### src/rtl/bfp_block_align.sv
// Block-floating-point aligner: captures a 64-element block, finds its shared exponent,
// then streams each mantissa arithmetically right-shifted to that common exponent.

module find_max_exp #(
  parameter int expWidth = 4,
  parameter int N        = 64
) (
  input  logic [N*expWidth-1:0] i_exp,
  output logic [expWidth-1:0]   o_max
);

  always_comb begin
    o_max = '0;
    for (int i = 0; i < N; i++) begin
      if (i_exp[expWidth*i +: expWidth] > o_max) o_max = i_exp[expWidth*i +: expWidth];
    end
  end

endmodule

module bfp_block_align #(
  parameter int expWidth  = 4,
  parameter int mantWidth = 8
) (
  input  logic                      clk,
  input  logic                      rst_n,
  input  logic                      in_valid,
  output logic                      in_ready,
  input  logic [64*expWidth-1:0]    in_exp,
  input  logic [64*mantWidth-1:0]   in_mant,
  output logic                      out_valid,
  input  logic                      out_ready,
  output logic [mantWidth-1:0]      out_mant,
  output logic [expWidth-1:0]       out_exp,
  output logic [5:0]                out_idx,
  output logic                      out_last
);

  typedef enum logic [1:0] {
    S_IDLE   = 2'd0,
    S_MAX    = 2'd1,
    S_STREAM = 2'd2
  } state_t;

  state_t r_state, w_state_nxt;

  logic [expWidth-1:0]   r_exp_buf  [64];
  logic [mantWidth-1:0]  r_mant_buf [64];
  logic [64*expWidth-1:0] w_exp_flat;
  logic [expWidth-1:0]   r_shared_exp, w_max_exp, w_sel_shexp, w_sel_exp, w_shift;
  logic [5:0]            r_idx, w_sel_idx;
  logic [mantWidth-1:0]  r_out_mant, w_sel_mant, w_aligned;
  logic                  r_out_last;

  always_comb begin
    w_exp_flat = '0;
    for (int i = 0; i < 64; i++) w_exp_flat[expWidth*i +: expWidth] = r_exp_buf[i];
  end

  find_max_exp #(.expWidth(expWidth), .N(64)) u_find_max_exp (
    .i_exp (w_exp_flat),
    .o_max (w_max_exp)
  );

  always_ff @(posedge clk or negedge rst_n) begin
    if (!rst_n) r_state <= S_IDLE;
    else        r_state <= w_state_nxt;
  end

  always_comb begin
    w_state_nxt = r_state;
    case (r_state)
      S_IDLE:   if (in_valid) w_state_nxt = S_MAX;
      S_MAX:    w_state_nxt = S_STREAM;
      S_STREAM: if (out_ready && r_idx == 6'd63) w_state_nxt = S_IDLE;
      default:  w_state_nxt = S_IDLE;
    endcase
  end

  // In MAX the first beat is prepared from the freshly computed maximum; in STREAM the next one.
  always_comb begin
    w_sel_idx   = (r_state == S_MAX) ? 6'd0 : r_idx + 6'd1;
    w_sel_shexp = (r_state == S_MAX) ? w_max_exp : r_shared_exp;
    w_sel_exp   = r_exp_buf[w_sel_idx];
    w_sel_mant  = r_mant_buf[w_sel_idx];
    w_shift     = w_sel_shexp - w_sel_exp;
    if (int'(w_shift) >= mantWidth) w_aligned = {mantWidth{w_sel_mant[mantWidth-1]}};
    else                            w_aligned = $signed(w_sel_mant) >>> w_shift;
  end

  always_ff @(posedge clk or negedge rst_n) begin
    if (!rst_n) begin
      for (int i = 0; i < 64; i++) begin
        r_exp_buf[i]  <= '0;
        r_mant_buf[i] <= '0;
      end
      r_shared_exp <= '0;
      r_idx        <= '0;
      r_out_mant   <= '0;
      r_out_last   <= 1'b0;
    end else begin
      case (r_state)
        S_IDLE: begin
          if (in_valid) begin
            for (int i = 0; i < 64; i++) begin
              r_exp_buf[i]  <= in_exp[expWidth*i +: expWidth];
              r_mant_buf[i] <= in_mant[mantWidth*i +: mantWidth];
            end
          end
        end
        S_MAX: begin
          r_shared_exp <= w_max_exp;
          r_idx        <= 6'd0;
          r_out_mant   <= w_aligned;
          r_out_last   <= 1'b0;
        end
        S_STREAM: begin
          if (out_ready && r_idx != 6'd63) begin
            r_idx      <= w_sel_idx;
            r_out_mant <= w_aligned;
            r_out_last <= (w_sel_idx == 6'd63);
          end
        end
        default: ;
      endcase
    end
  end

  assign in_ready  = (r_state == S_IDLE);
  assign out_valid = (r_state == S_STREAM);
  assign out_mant  = r_out_mant;
  assign out_exp   = r_shared_exp;
  assign out_idx   = r_idx;
  assign out_last  = r_out_last;

endmodule

### config.mk
export PLATFORM = sky130hd
export DESIGN_NAME = bfp_block_align
export DESIGN_NICKNAME = d
export VERILOG_FILES = /design/src/rtl/bfp_block_align.sv
export SDC_FILE = /design/constraint.sdc
export NUM_CORES = 2
export LEC_CHECK = 0
export ABC_AREA = 1
export CELL_PAD_IN_SITES_DETAIL_PLACEMENT = 1
export CELL_PAD_IN_SITES_GLOBAL_PLACEMENT = 1
export CORE_ASPECT_RATIO = 1.75
export CORE_MARGIN = 2
export CORE_UTILIZATION = 40
export CTS_CLUSTER_SIZE = 25
export DETAILED_ROUTE_END_ITERATION = 10
export GPL_TIMING_DRIVEN = 0
export PLACE_DENSITY = 0.84
export SYNTH_ARGS = -nofsm -noshare
export SYNTH_HDL_FRONTEND = slang
export SYNTH_HIERARCHICAL = 1
export SYNTH_SLANG_ARGS = --single-unit
### constraint.sdc
create_clock -name clk -period 76.6 [get_ports clk]
set_input_delay 15.32 -clock clk [delete_from_list [all_inputs] [get_ports clk]]
set_output_delay 15.32 -clock clk [all_outputs]
set_load 0.05 [all_outputs]
==> flow_summary.yaml <==
setup_path:
  critPathKind: "reg -> reg"
  cp-start-kind: "flip-flop"
  rr_startpoint: "r_exp_buf[255]"
  worstRegToRegCells: 509
  slowest_stage: "o21ai_0"
  crit_top_cell: "nand2_4"
  cp_max_fo: 7
  end_kind: "flip-flop"
  reg2reg_to: "out_mant[6]"
  cp_data_arrival_time_ns: 68.13
  cp_data_required_time_ns: 77.24
  critPathMaxStageDelay_ns: 0.71
  r2r_slack_ns: 9.11
final_layout:
  area_growth_pct: 26.16
  drive_gt1_frac: 0.1153
  nNetsFinal: 9037
  fin_cells: 9894
floorplanning:
  io-pin-count: 793
  rows: 174
  die_area_mm2: 0.1314
  dieHeight_um: 478.0
  core_area_mm2: 0.1280
  chipWidth_um: 274.9
  start_util: 0.4012
timing:
  fin_tns_setup_ns: 0
  rsz0062_at_grt: "false"
  clock_skew_ns: 0.05218
  period_needed_ns: 67.49
  slew-limit-headroom: -0.08425
  setup_viol: 0
  max_clock_freq_ghz: 0.01482
  setup_ws_ns: 9.112
  period_share: 0.8810
  hold_viol: 0
  tightest_slew_ns: 1.626
  slew_violations: 67
synthesis:
  ys_ff_latch: 789
  ys_seq_area_frac: 0.3845
  yosys_warnings: 6
  syn_avg_cell_area_um2: 7.090
  synth_nets: 8151
  synth.distinct_cells: 42
  syn_area_mm2: 0.05136
  syn-instance-count: 7243
clock_tree:
  cts_made_buffers: 83
  h-tree-depth: 3
  cts_tree: "built"
  clkSlewWorstSetupHoldPaths_ns: 0.07
  clockBufferDepth: 3
  cts_root_buf: "clkbuf_16"
  cts_resized: 0
  post-cts-setup-buffers: 0
  clkLatencyLatePin_ns: 0.75
  cts.hold.buffers_added: 0
  cts.sinks: 789
global_routing:
  grt_start_max_net_pins: 123
  gr-total-overflow: 0
  grt_pass1_vias: 59530
  grt_usage: 0.4389
  antenna_found_initial: 30
  grt_pass1_wl_mm: 407.6
drt:
  wire_per_inst_um: 29.70
  wirelength_mm: 293.9
  first_iter_violations: 5201
  num_vias: 56910
  vias_per_cell: 5.751
  ant_nets: 0
  drc: 0
  drt_first_pass_iters: 8
worst_hold_path:
  min_path_type: "reg -> reg"
  min_to: "r_mant_buf[439]"
  hp-start: "r_mant_buf[439]"
  holdPathStages: 2
placed_design:
  numPortBuffers: 792
  dpl.cell_count: 9715
  place_hpwl_mm: 229.0
  gp_congestion: 1.045
  dp_slack_ns: 10.35
status:
  status: "finished with violations"
  failed_checks: "max-capacitance violations, max-slew violations"
run:
  drv_cap: 6
-- per-layer routing --
metal	vias to the layer above	global-route usage	routed length (um)
met5	-	0	110
met4	14	0.4087	33060
met3	1217	0.1039	26200
met2	3319	0.7270	137900
met1	27790	0.4533	96580
li1	24570	-	-
-- state kept, by name, indices dropped and copies added, names as in the netlist --
| register | count |
|---|---|
| r_state | 2 |
| out_last | 1 |
| r_mant_buf | 512 |
| out_mant | 8 |
| out_idx | 6 |
| r_exp_buf | 256 |
| out_exp | 4 |
-- final cells by class --
cell class | count | area (um2)
Timing Repair Buffer | 801 | 8180
Antenna cell | 26 | 65.06
Multi-Input combinational cell | 5230 | 26710
Buffer | 348 | 1597
Clock inverter | 51 | 808.3
Clock buffer | 101 | 2285
Inverter | 876 | 3314
Fill cell | 16300 | 63220
Tap cell | 1672 | 2092
Sequential cell | 789 | 19740
-- worst max-delay path by stage --
stage / startpoint / to
global route: r_exp_buf[255] / out_mant[6]
detailed placement: r_exp_buf[255] / out_mant[4]
finish: r_exp_buf[255] / out_mant[6]
global placement: r_exp_buf[255] / out_mant[4]
CTS: r_exp_buf[255] / out_mant[4]
floorplan: r_exp_buf[251] / out_mant[3]
-- cells in the mapped netlist --
library cell  number  share of area
o22ai_1            3        0.00037
o21ai_1            9        0.00088
or2_2              5        0.00061
and2_1             1        0.00012
o21bai_1          60         0.0088
a32o_1            24         0.0047
fa_1               1        0.00039
nand3b_4           1        0.00039
a21boi_1           1        0.00015
o41ai_1            1        0.00017
buf_4             26         0.0038
nand3_2            8         0.0016
nand2_2          248          0.030
buf_1              9        0.00066
nand4_1            3        0.00037
a32oi_1           24         0.0041
nand3b_1          71          0.010
a21oi_4            1        0.00032
a21oi_1          144          0.014
o21a_1            24         0.0035
clkbuf_1         208          0.015
buf_2             96         0.0094
a21oi_2            1        0.00017
inv_1            749          0.055
nand2_4          122          0.027
xor2_1             1        0.00017
clkinv_1          37         0.0027
clkinv_2          21         0.0020
inv_2             69         0.0050
o211ai_1          30         0.0044
a211oi_1           1        0.00015
xnor2_1            1        0.00017
nor2_1           124         0.0091
nand2_1         2676           0.20
nor2_4            59          0.013
buf_6              9         0.0020
ha_1             135          0.033
nand3_4           57          0.019
dfrtp_1          789           0.38
nand3_1          779          0.076
o21ai_0          555          0.054
nor2_2            60         0.0073
-- cells by family after synthesis --
family / share of synthesized area
compound gates: 0.09575
simple gates: 0.3906
flops: 0.3845
fa+ha+maj: 0.03328
xor+xnor: 0.0003412
buf+inv: 0.09553
-- metrics by stage --
step,cell area (um2),util,hold slack (ns)
final,64790,0.5061,0.4788
after global routing,64750,0.5058,0.5006
after CTS,64700,0.5054,0.4770
after detailed placement,61600,0.4812,0.4592
after global placement,61380,0.4794,0.4572
after floorplan,51360,-,0.4401
-- cells in the final DEF (no fill, tap or decap), types with 135 or more instances in the layout --
master           count
a21oi_1            144
clkbuf_1           208
clkdlybuf4s50_1    791
dfrtp_1            789
ha_1               135
inv_1              749
nand2_1           2676
nand2_2            248
nand3_1            779
o21ai_0            555
-- worst max-delay path: cells and delay by family (launching register included) --
family,cells,cell delay [ns]
AND/OR/NAND/NOR,337,29.87
adder cells (fa/ha/maj),64,21.09
buffers and inverters,29,1.80
XOR/XNOR,1,0.26
flip-flops,1,0.43
AO/OA/AOI/OAI,78,13.80
Power is left out: the tool's default activity adds up to more than one toggle a clock period on the data nets, which glitch-free logic cannot reach.
